<file path="config.mk">
export PLATFORM = sky130hd
export DESIGN_NAME = scanchain_receiver
export DESIGN_NICKNAME = d
export VERILOG_FILES = /design/src/rtl/scanchain_pkg.sv /design/src/rtl/scanchain_receiver_sync.sv /design/src/rtl/scanchain_receiver.sv
export SDC_FILE = /design/constraint.sdc
export NUM_CORES = 1
export LEC_CHECK = 0
export CAP_MARGIN = 20
export CORE_ASPECT_RATIO = 0.6
export CORE_MARGIN = 8
export CORE_UTILIZATION = 54
export DETAILED_ROUTE_END_ITERATION = 16
export PLACE_DENSITY = 0.79
export SYNTH_ARGS = -nofsm -noshare
export SYNTH_HDL_FRONTEND = slang
export SYNTH_SLANG_ARGS = --single-unit
</file>
<file path="constraint.sdc">
create_clock -name clk -period 2.66 [get_ports clk]
set_input_delay 0.266 -clock clk [delete_from_list [all_inputs] [get_ports clk]]
set_output_delay 0.266 -clock clk [all_outputs]
set_load 0.01 [all_outputs]
</file>
<file path="src/rtl/scanchain_pkg.sv">
// Shared scan-chain definitions: default frame geometry and receiver FSM encodings.
package scanchain_pkg;
  localparam int ADDR_BITS_DEF    = 12;
  localparam int PAYLOAD_BITS_DEF = 160;
  localparam int FRAME_BITS       = ADDR_BITS_DEF + PAYLOAD_BITS_DEF;

  localparam logic [1:0] IDLE  = 2'd0;
  localparam logic [1:0] SHIFT = 2'd1;
  localparam logic [1:0] CHECK = 2'd2;
endpackage

</file>
<file path="src/rtl/scanchain_receiver_sync.sv">
// Multi-flop synchronizer for one scan pin with rise/fall pulses off the synced level.
module scan_sync #(
  parameter int SYNC_STAGES = 2
) (
  input  logic clk,
  input  logic async_in,
  output logic level,
  output logic rise,
  output logic fall
);
  logic [SYNC_STAGES-1:0] sync_q;
  logic                   prev_q;

  // Deliberately unreset: a reset here would fabricate edges on pins that are already high.
  always_ff @(posedge clk) begin
    sync_q <= {sync_q[SYNC_STAGES-2:0], async_in};
    prev_q <= sync_q[SYNC_STAGES-1];
  end

  assign level = sync_q[SYNC_STAGES-1];
  assign rise  = level & ~prev_q;
  assign fall  = ~level & prev_q;
endmodule

</file>
<file path="src/rtl/scanchain_receiver.sv">
// Oversampling scan-chain sink: shifts one addr+payload frame per scan_en window, valid/ready out.
module scanchain_receiver
  import scanchain_pkg::*;
#(
  parameter int ADDR_BITS    = ADDR_BITS_DEF,
  parameter int PAYLOAD_BITS = PAYLOAD_BITS_DEF,
  parameter int SYNC_STAGES  = 2
) (
  input  logic                    clk,
  input  logic                    reset,
  input  logic                    scan_clk,
  input  logic                    scan_en,
  input  logic                    scan_in,
  input  logic                    scan_reset,
  output logic                    out_valid,
  input  logic                    out_ready,
  output logic [ADDR_BITS-1:0]    out_addr,
  output logic [PAYLOAD_BITS-1:0] out_payload,
  output logic                    frame_error,
  output logic                    overrun,
  output logic [1:0]              debug_state
);
  localparam int FRAME_W = ADDR_BITS + PAYLOAD_BITS;
  localparam int CNT_W   = $clog2(FRAME_W + 2);
  localparam logic [CNT_W-1:0] CNT_FULL = CNT_W'(FRAME_W);
  localparam logic [CNT_W-1:0] CNT_SAT  = CNT_W'(FRAME_W + 1);

  // Pin order: 0 scan_clk, 1 scan_en, 2 scan_in, 3 scan_reset
  logic [3:0] pin, lvl, rise, fall;
  assign pin = {scan_reset, scan_in, scan_en, scan_clk};

  for (genvar i = 0; i < 4; i++) begin : g_sync
    scan_sync #(.SYNC_STAGES(SYNC_STAGES)) u_sync (
      .clk      (clk),
      .async_in (pin[i]),
      .level    (lvl[i]),
      .rise     (rise[i]),
      .fall     (fall[i])
    );
  end

  logic unused_edges;
  assign unused_edges = ^{lvl[0], fall[0], rise[2], fall[2], rise[3], fall[3]};

  logic [1:0]         state;
  logic [FRAME_W-1:0] shreg;
  logic [CNT_W-1:0]   bit_cnt;

  always_ff @(posedge clk) begin
    if (reset) begin
      state       <= IDLE;
      shreg       <= '0;
      bit_cnt     <= '0;
      out_valid   <= 1'b0;
      out_addr    <= '0;
      out_payload <= '0;
      frame_error <= 1'b0;
      overrun     <= 1'b0;
    end else begin
      frame_error <= 1'b0;
      if (out_valid && out_ready) out_valid <= 1'b0;

      if (lvl[3]) begin
        state   <= IDLE;
        shreg   <= '0;
        bit_cnt <= '0;
      end else begin
        case (state)
          IDLE: if (rise[1]) begin
            bit_cnt <= '0;
            state   <= SHIFT;
          end
          SHIFT: begin
            // Closing edge wins over a coincident scan_clk rise.
            if (fall[1]) state <= CHECK;
            else if (rise[0] && lvl[1]) begin
              shreg <= {shreg[FRAME_W-2:0], lvl[2]};
              if (bit_cnt != CNT_SAT) bit_cnt <= bit_cnt + 1'b1;
            end
          end
          CHECK: begin
            state <= IDLE;
            if (bit_cnt == CNT_FULL) begin
              if (!out_valid || out_ready) begin
                out_valid   <= 1'b1;
                out_addr    <= shreg[FRAME_W-1:PAYLOAD_BITS];
                out_payload <= shreg[PAYLOAD_BITS-1:0];
              end else begin
                overrun <= 1'b1;
              end
            end else begin
              frame_error <= 1'b1;
            end
          end
          default: state <= IDLE;
        endcase
      end
    end
  end

  assign debug_state = state;
endmodule

</file>
==> metrics.yaml, run 1 <==
clocking:
  cts.sinks: 367
  clk_latency_ps: 540
  htree_num_levels: 1
  clk_path_buf_depth: 3
  cts_tree: "yes"
  cts_resized: 0
  root_buffer: "clkbuf_16"
  numCtsBuffers: 31
  clk_pin_slew_ps: 70
routing:
  drt_iter0_drc: 823
  wl_met1_um: 14300
  via_per_inst: 5.24
  wl_per_cell_um: 15.0
  met3WireLength_um: 1830
  drc: 0
  route.met2.wl_um: 14100
  vias: 10696
  drtAntennaViolNets: 0
  top_layer: "met4"
  wirelength_um: 30600
  first_pass_iters: 5
flow_run:
  maxCapViolations: 0
critical_path:
  end_kind: "flip-flop"
  critPathSlowestCell: "or4_4"
  crit_required_ps: 3040
  crit_type: "flip-flop to flip-flop"
  crit_chain: "inv_1, ha_1, nand4b_1, or4_4, buf_4, nand2_1, a21oi_1"
  slowest_delay_ps: 570
  cp.arrival_ps: 2570
  cp_max_fo: 63
  startpoint_type: "flip-flop"
synth:
  yosysSeqAreaShare_pct: 58.0
  synth-edff-count: 0
  syn_area_sq_um: 12700
  yosys.area.top_type: "dfxtp_1"
  postSynthAreaPerCell_sq_um: 7.97
  yosysWarnings: 0
  ys.flop_type: "dfxtp_1"
  yosys.area.top_type_share_pct: 58.0
  synthTopCellsByCount: "694 x nand2_1, 367 x dfxtp_1, 346 x a21oi_1, 75 x clkbuf_1, 29 x buf_2"
  postSynthCellCount: 1589
  post_synth_main_area_contributors: "dfxtp_1 58%, nand2_1 21%, a21oi_1 14%"
  synthArstFlopShare_pct: 0
  ys_seq_elements: 367
  synth_most_common_cell: "nand2_1"
  synth.distinct_cells: 36
  synth.net_count: 1599
placed_design:
  gp_congestion: 0.811
  io_buffer_count: 183
  dpl.hpwl_um: 18600
  dp_cells: 1987
timing:
  finalSetupViolCount: 0
  setup_tns_ps: 0
  fmax_ghz: 0.457
  rsz0062_at_grt: "no"
  fin_worst_skew_ps: 7.30
  slew_headroom_pct: 35.2
  finalCritPeriodShare_pct: 82.2
  min_period_ps: 2190
  finalHoldViolCount: 0
  worstMarginPinSlew_ps: 972
  drv_slew: 0
cells_and_area:
  synthToLayoutAreaGrowth_pct: 23.4
  nFillCells: 1865
  fin_cells: 2042
  nNetsFinal: 1716
  drive_above_1_share_pct: 4.17
  diodes: 0
pwr:
  leakagePower_nw: 4.87
  ir_drop_v: 0.000472
  power_density_nw_per_um2: 648
floorplan:
  core_sq_um: 23100
  start_util_pct: 54.9
  pin_count: 184
  die_h_um: 135
  die_x_um: 214
  rows: 43
  die-area_sq_um: 28800
min_path:
  hold_path_class: "input pin to flip-flop"
global_route:
  grt_pass1_vias: 9705
  grt_overflow_total: 0
  grtUsageTotal_pct: 20.2
  antenna_found_initial: 0
  grt_start_max_net_pins: 127
  grt_pass1_wl_um: 49500
status:
  outcome: "finished clean"
==> final timing paths <==
check	from	to	slack, ps	cells past startpoint
worst max-delay path	bit_cnt[0]$_SDFFE_PP0P_	out_payload[94]$_SDFFE_PP0P_	470	7
worst max register to register	bit_cnt[0]$_SDFFE_PP0P_	out_payload[94]$_SDFFE_PP0P_	470	7
worst min-delay path	scan_in	g_sync[2].u_sync.sync_q[0]$_DFF_P_	160	1
worst min register to register	g_sync[3].u_sync.sync_q[0]$_DFF_P_	g_sync[3].u_sync.sync_q[1]$_DFF_P_	330	0
==> cell usage in the layout, fill, tap and decap left out, drive strengths merged, types with 2 or more instances in the layout <==
cell and instances:
nand3 3, nand2b 4, nand4b 3, o211ai 2, a21oi 346, buf 17, clkinv 8, and3 2
nand4 2, and4 2, clkbuf 44, nor2b 2, nand3b 2, bufinv 2, ha 3, a31oi 9
clkdlybuf4s50 182, dfxtp 367, a41oi 2, or3 2, and2 4, inv 4, nand2 694, o21ai 2
nor2 6
==> area by class of cell <==
class	count	area, sq um	area share [%]
clock buffers	44	905	5.79
clock inverters	10	100	0.640
inverters	4	15.0	0.0961
multi-input cells	1102	4800	30.7
flip-flops and latches	367	7350	47.0
well taps	315	394	2.52
repair buffers	200	2070	13.3
==> worst max-delay path, delay by kind of cell (launching register included) <==
family                   cells  cell delay [ps]
AND/OR/NAND/NOR              3              880
buffers and inverters        2              440
flip-flops                   1              360
adder cells (fa/ha/maj)      1              220
AO/OA/AOI/OAI                1               80
==> sequential cells by signal (all words and copies together), names as in the netlist <==
| signal | count |
|---|---|
| overrun | 1 |
| out_valid | 1 |
| shreg | 172 |
| debug_state | 2 |
| g_sync.u_sync.prev_q | 2 |
| out_payload | 160 |
| bit_cnt | 8 |
| out_addr | 12 |
| frame_error | 1 |
| g_sync.u_sync.sync_q | 8 |
==> per-stage QoR <==
stage | hold WS (ps) | area [sq um] | setup slack (ps) | util, % | power [mW]
after global routing | 152 | 15600 | 373 | 67.7 | 10.4
after detailed placement | 315 | 14600 | 430 | 63.3 | 5.77
after global placement | 316 | 14600 | 511 | 63.3 | 5.76
after floorplan | 294 | 12700 | 784 | - | 5.72
after CTS | 150 | 15600 | 488 | 67.7 | 10.2
final | 162 | 15600 | 474 | 67.7 | 10.1
==> layer usage <==
layer  GRT usage, %  vias to the layer above
met5              0                        -
met4           3.53                        0
met3           3.43                       32
met2           32.0                      258
met1           28.9                     5043
li1               -                     5363
==> cell families (layout without fill, tap and decap cells) <==
family / Yosys count / after routing / share of synthesized area (%)
and+or+nand+nor: 734 / 734 / 22.6
muxes: 1 / 1 / 0.0790
DFF: 367 / 367 / 58.0
adders and majority gates: 4 / 4 / 0.375
buffers and inverters: 120 / 258 / 4.37
AOI/OAI and AO/OA: 363 / 363 / 14.6
==> power breakdown <==
part           switching, mW  internal (mW)  total, mW
registers            0.00531           5.50       5.51
clock network           1.94           2.54       4.48
logic                  0.111         0.0252      0.136
total                   2.06           8.07       10.1
==> timing repair <==
action | in CTS | in global routing
setup buffers | 0 | 0
setup endpoints to repair | 0 | 0
endpoints found under the hold margin | 1 | 0
hold buffers | 1 | 0
Power figures use the tool's default switching activity.
==> inputs of run 2 (changes only) <==
==> constraint.sdc (replaced) <==
create_clock -name clk -period 2.1 [get_ports clk]
set_input_delay 0.21 -clock clk [delete_from_list [all_inputs] [get_ports clk]]
set_output_delay 0.21 -clock clk [all_outputs]
set_load 0.01 [all_outputs]
==> run 2 against run 1 <==
Clock power increased by 40%. Highest routed layer unchanged. Combinational power increased by 30%. Register-to-register slack got worse by 400 ps. Clock skew increased by 3.5 ps. Fmax increased by 7.7%. Total power increased by 32%. Final area increased by 3.2%. Cell count increased by 0.83%. Setup slack got worse by 400 ps.
==> metrics.yaml, run 2 (synthesis results as in run 1) <==
global_route:
  grtUsageTotal_pct: 20.6
  antenna_found_initial: 0
  grt_overflow_total: 0
  grt_pass1_vias: 9957
  grt_pass1_wl_um: 50600
  grt_start_max_net_pins: 176
timing:
  finalHoldViolCount: 0
  worstMarginPinSlew_ps: 1020
  fin_worst_skew_ps: 10.8
  fmax_ghz: 0.493
  drv_slew: 0
  finalCritPeriodShare_pct: 96.7
  slew_headroom_pct: 31.8
  setup_tns_ps: 0
  min_period_ps: 2030
  fin_ws_ps: 69.6
  finalSetupViolCount: 0
  timing.hold.ws_ps: 43.0
critical_path:
  startpoint_type: "flip-flop"
  crit_type: "flip-flop to flip-flop"
  crit_required_ps: 2490
  cp_max_fo: 25
  cp.arrival_ps: 2430
  end_kind: "flip-flop"
clocking:
  clk_pin_slew_ps: 70
  clk_path_buf_depth: 3
  htree_num_levels: 1
  clk_latency_ps: 550
  cts.sinks: 367
  numCtsBuffers: 31
  cts_tree: "yes"
  root_buffer: "clkbuf_16"
floorplan:
  die_h_um: 135
  pin_count: 184
  rows: 43
  start_util_pct: 54.9
  die-area_sq_um: 28800
  core_sq_um: 23100
  die_x_um: 214
cells_and_area:
  nNetsFinal: 1731
  diodes: 0
  layout.cells.most_common_list: "694 x nand2_1, 367 x dfxtp_1, 346 x a21oi_1"
  drive_above_1_share_pct: 5.33
  synthToLayoutAreaGrowth_pct: 27.4
  top_register: "shreg"
  final_common_cell: "nand2_1"
  top_regs: "shreg (172), out_payload (160), out_addr (12)"
  fin_util_pct: 69.9
  largest_register_ffs: 172
routing:
  drtAntennaViolNets: 0
  first_pass_iters: 5
  vias: 10924
  via_per_inst: 5.31
  drc: 0
  wl_per_cell_um: 15.6
  wirelength_um: 32100
  drt_iter0_drc: 945
pwr:
  leakagePower_nw: 5.10
  ir_drop_v: 0.000592
  power_density_nw_per_um2: 831
placed_design:
  io_buffer_count: 183
  dpl.hpwl_um: 18800
  dp_slack_ps: -47.4
  gp_congestion: 0.780
min_path:
  hold_path_class: "input pin to flip-flop"
status:
  outcome: "finished clean"
flow_run:
  maxCapViolations: 0
[run 2: cell count changes in the layout (fill, tap and decap cells not counted), sizes merged]
| cell | change |
|---|---|
| inv | +2 |
| buf | +11 |
| bufinv | +4 |
| clkinv | -5 |
| clkinvlp | +3 |
| bufbuf | +1 |
| dlygate4sd3 | -1 |
| clkbuf | +2 |
[run 2: what timing repair did]
item                                    in CTS  in global routing
pin swaps                                    0                  2
gates cloned                                 0                  6
endpoints found under the setup margin      15                167
gates resized for setup                      1                  8
hold buffers                                 0                  0
setup buffers                                0                  1
[run 2: metrics by stage]
stage / area [sq um] / cells / power (mW)
final: 16100 / 2059 / 13.4
after global routing: 16100 / 2059 / 13.8
after CTS: 15900 / 2052 / 13.5
after detailed placement: 14800 / 1996 / 7.31
after global placement: 14800 / 1996 / 7.31
after floorplan: 12700 / 1589 / 7.25
[run 2: cell type report]
type | count | area, sq um
Clock buffer | 42 | 897
Clock inverter | 14 | 235
Fill cell | 1810 | 6950
Inverter | 4 | 15.0
Multi-Input combinational cell | 1102 | 4810
Sequential cell | 367 | 7350
Tap cell | 315 | 394
Timing Repair Buffer | 215 | 2440
[run 2: critical path, stage by stage (launching register included)]
cell	delay [ps]
dfxtp_1	340
or3b_1	440
or4_4	550
buf_12	190
clkbuf_16	200
nand2_1	90
a21oi_1	70
[run 2: final timing paths]
check	startpoint	end	slack, ps	depth (start not counted)
hold reg to reg	g_sync[0].u_sync.sync_q[0]$_DFF_P_	g_sync[0].u_sync.sync_q[1]$_DFF_P_	330	0
setup / recovery	g_sync[3].u_sync.sync_q[1]$_DFF_P_	out_payload[113]$_SDFFE_PP0P_	70	6
setup reg to reg	g_sync[3].u_sync.sync_q[1]$_DFF_P_	out_payload[113]$_SDFFE_PP0P_	70	6
hold / removal	reset	frame_error$_SDFF_PP0_	40	3
[run 2: metal layers]
| metal | part of all wire [%] | global-route usage [%] | up-vias | routed length (um) |
|---|---|---|---|---|
| li1 | - | - | 5422 | - |
| met1 | 46 | 28.6 | 5145 | 14900 |
| met2 | 45 | 32.9 | 311 | 14600 |
| met3 | 6.7 | 4.10 | 46 | 2160 |
| met4 | 1.6 | 4.29 | 0 | 502 |
| met5 | 0 | 0 | - | 0 |
[run 2: power by group]
group          leakage [nW]  switching, mW  internal, mW  total (mW)
Sequential             2.96        0.00545          6.97        6.97
Combinational          1.59          0.141        0.0359       0.177
Clock                 0.549           2.53          3.73        6.26
==> inputs of run 3 (changes only) <==
--- a/config.mk
+++ b/config.mk
@@ -11,6 +11,7 @@
 export CORE_UTILIZATION = 54
 export DETAILED_ROUTE_END_ITERATION = 16
 export PLACE_DENSITY = 0.79
+export SLEW_MARGIN = 20
 export SYNTH_ARGS = -nofsm -noshare
 export SYNTH_HDL_FRONTEND = slang
 export SYNTH_SLANG_ARGS = --single-unit
==> results of run 3 <==
No change in the layout: final DEF, timing and power equal those of run 2.
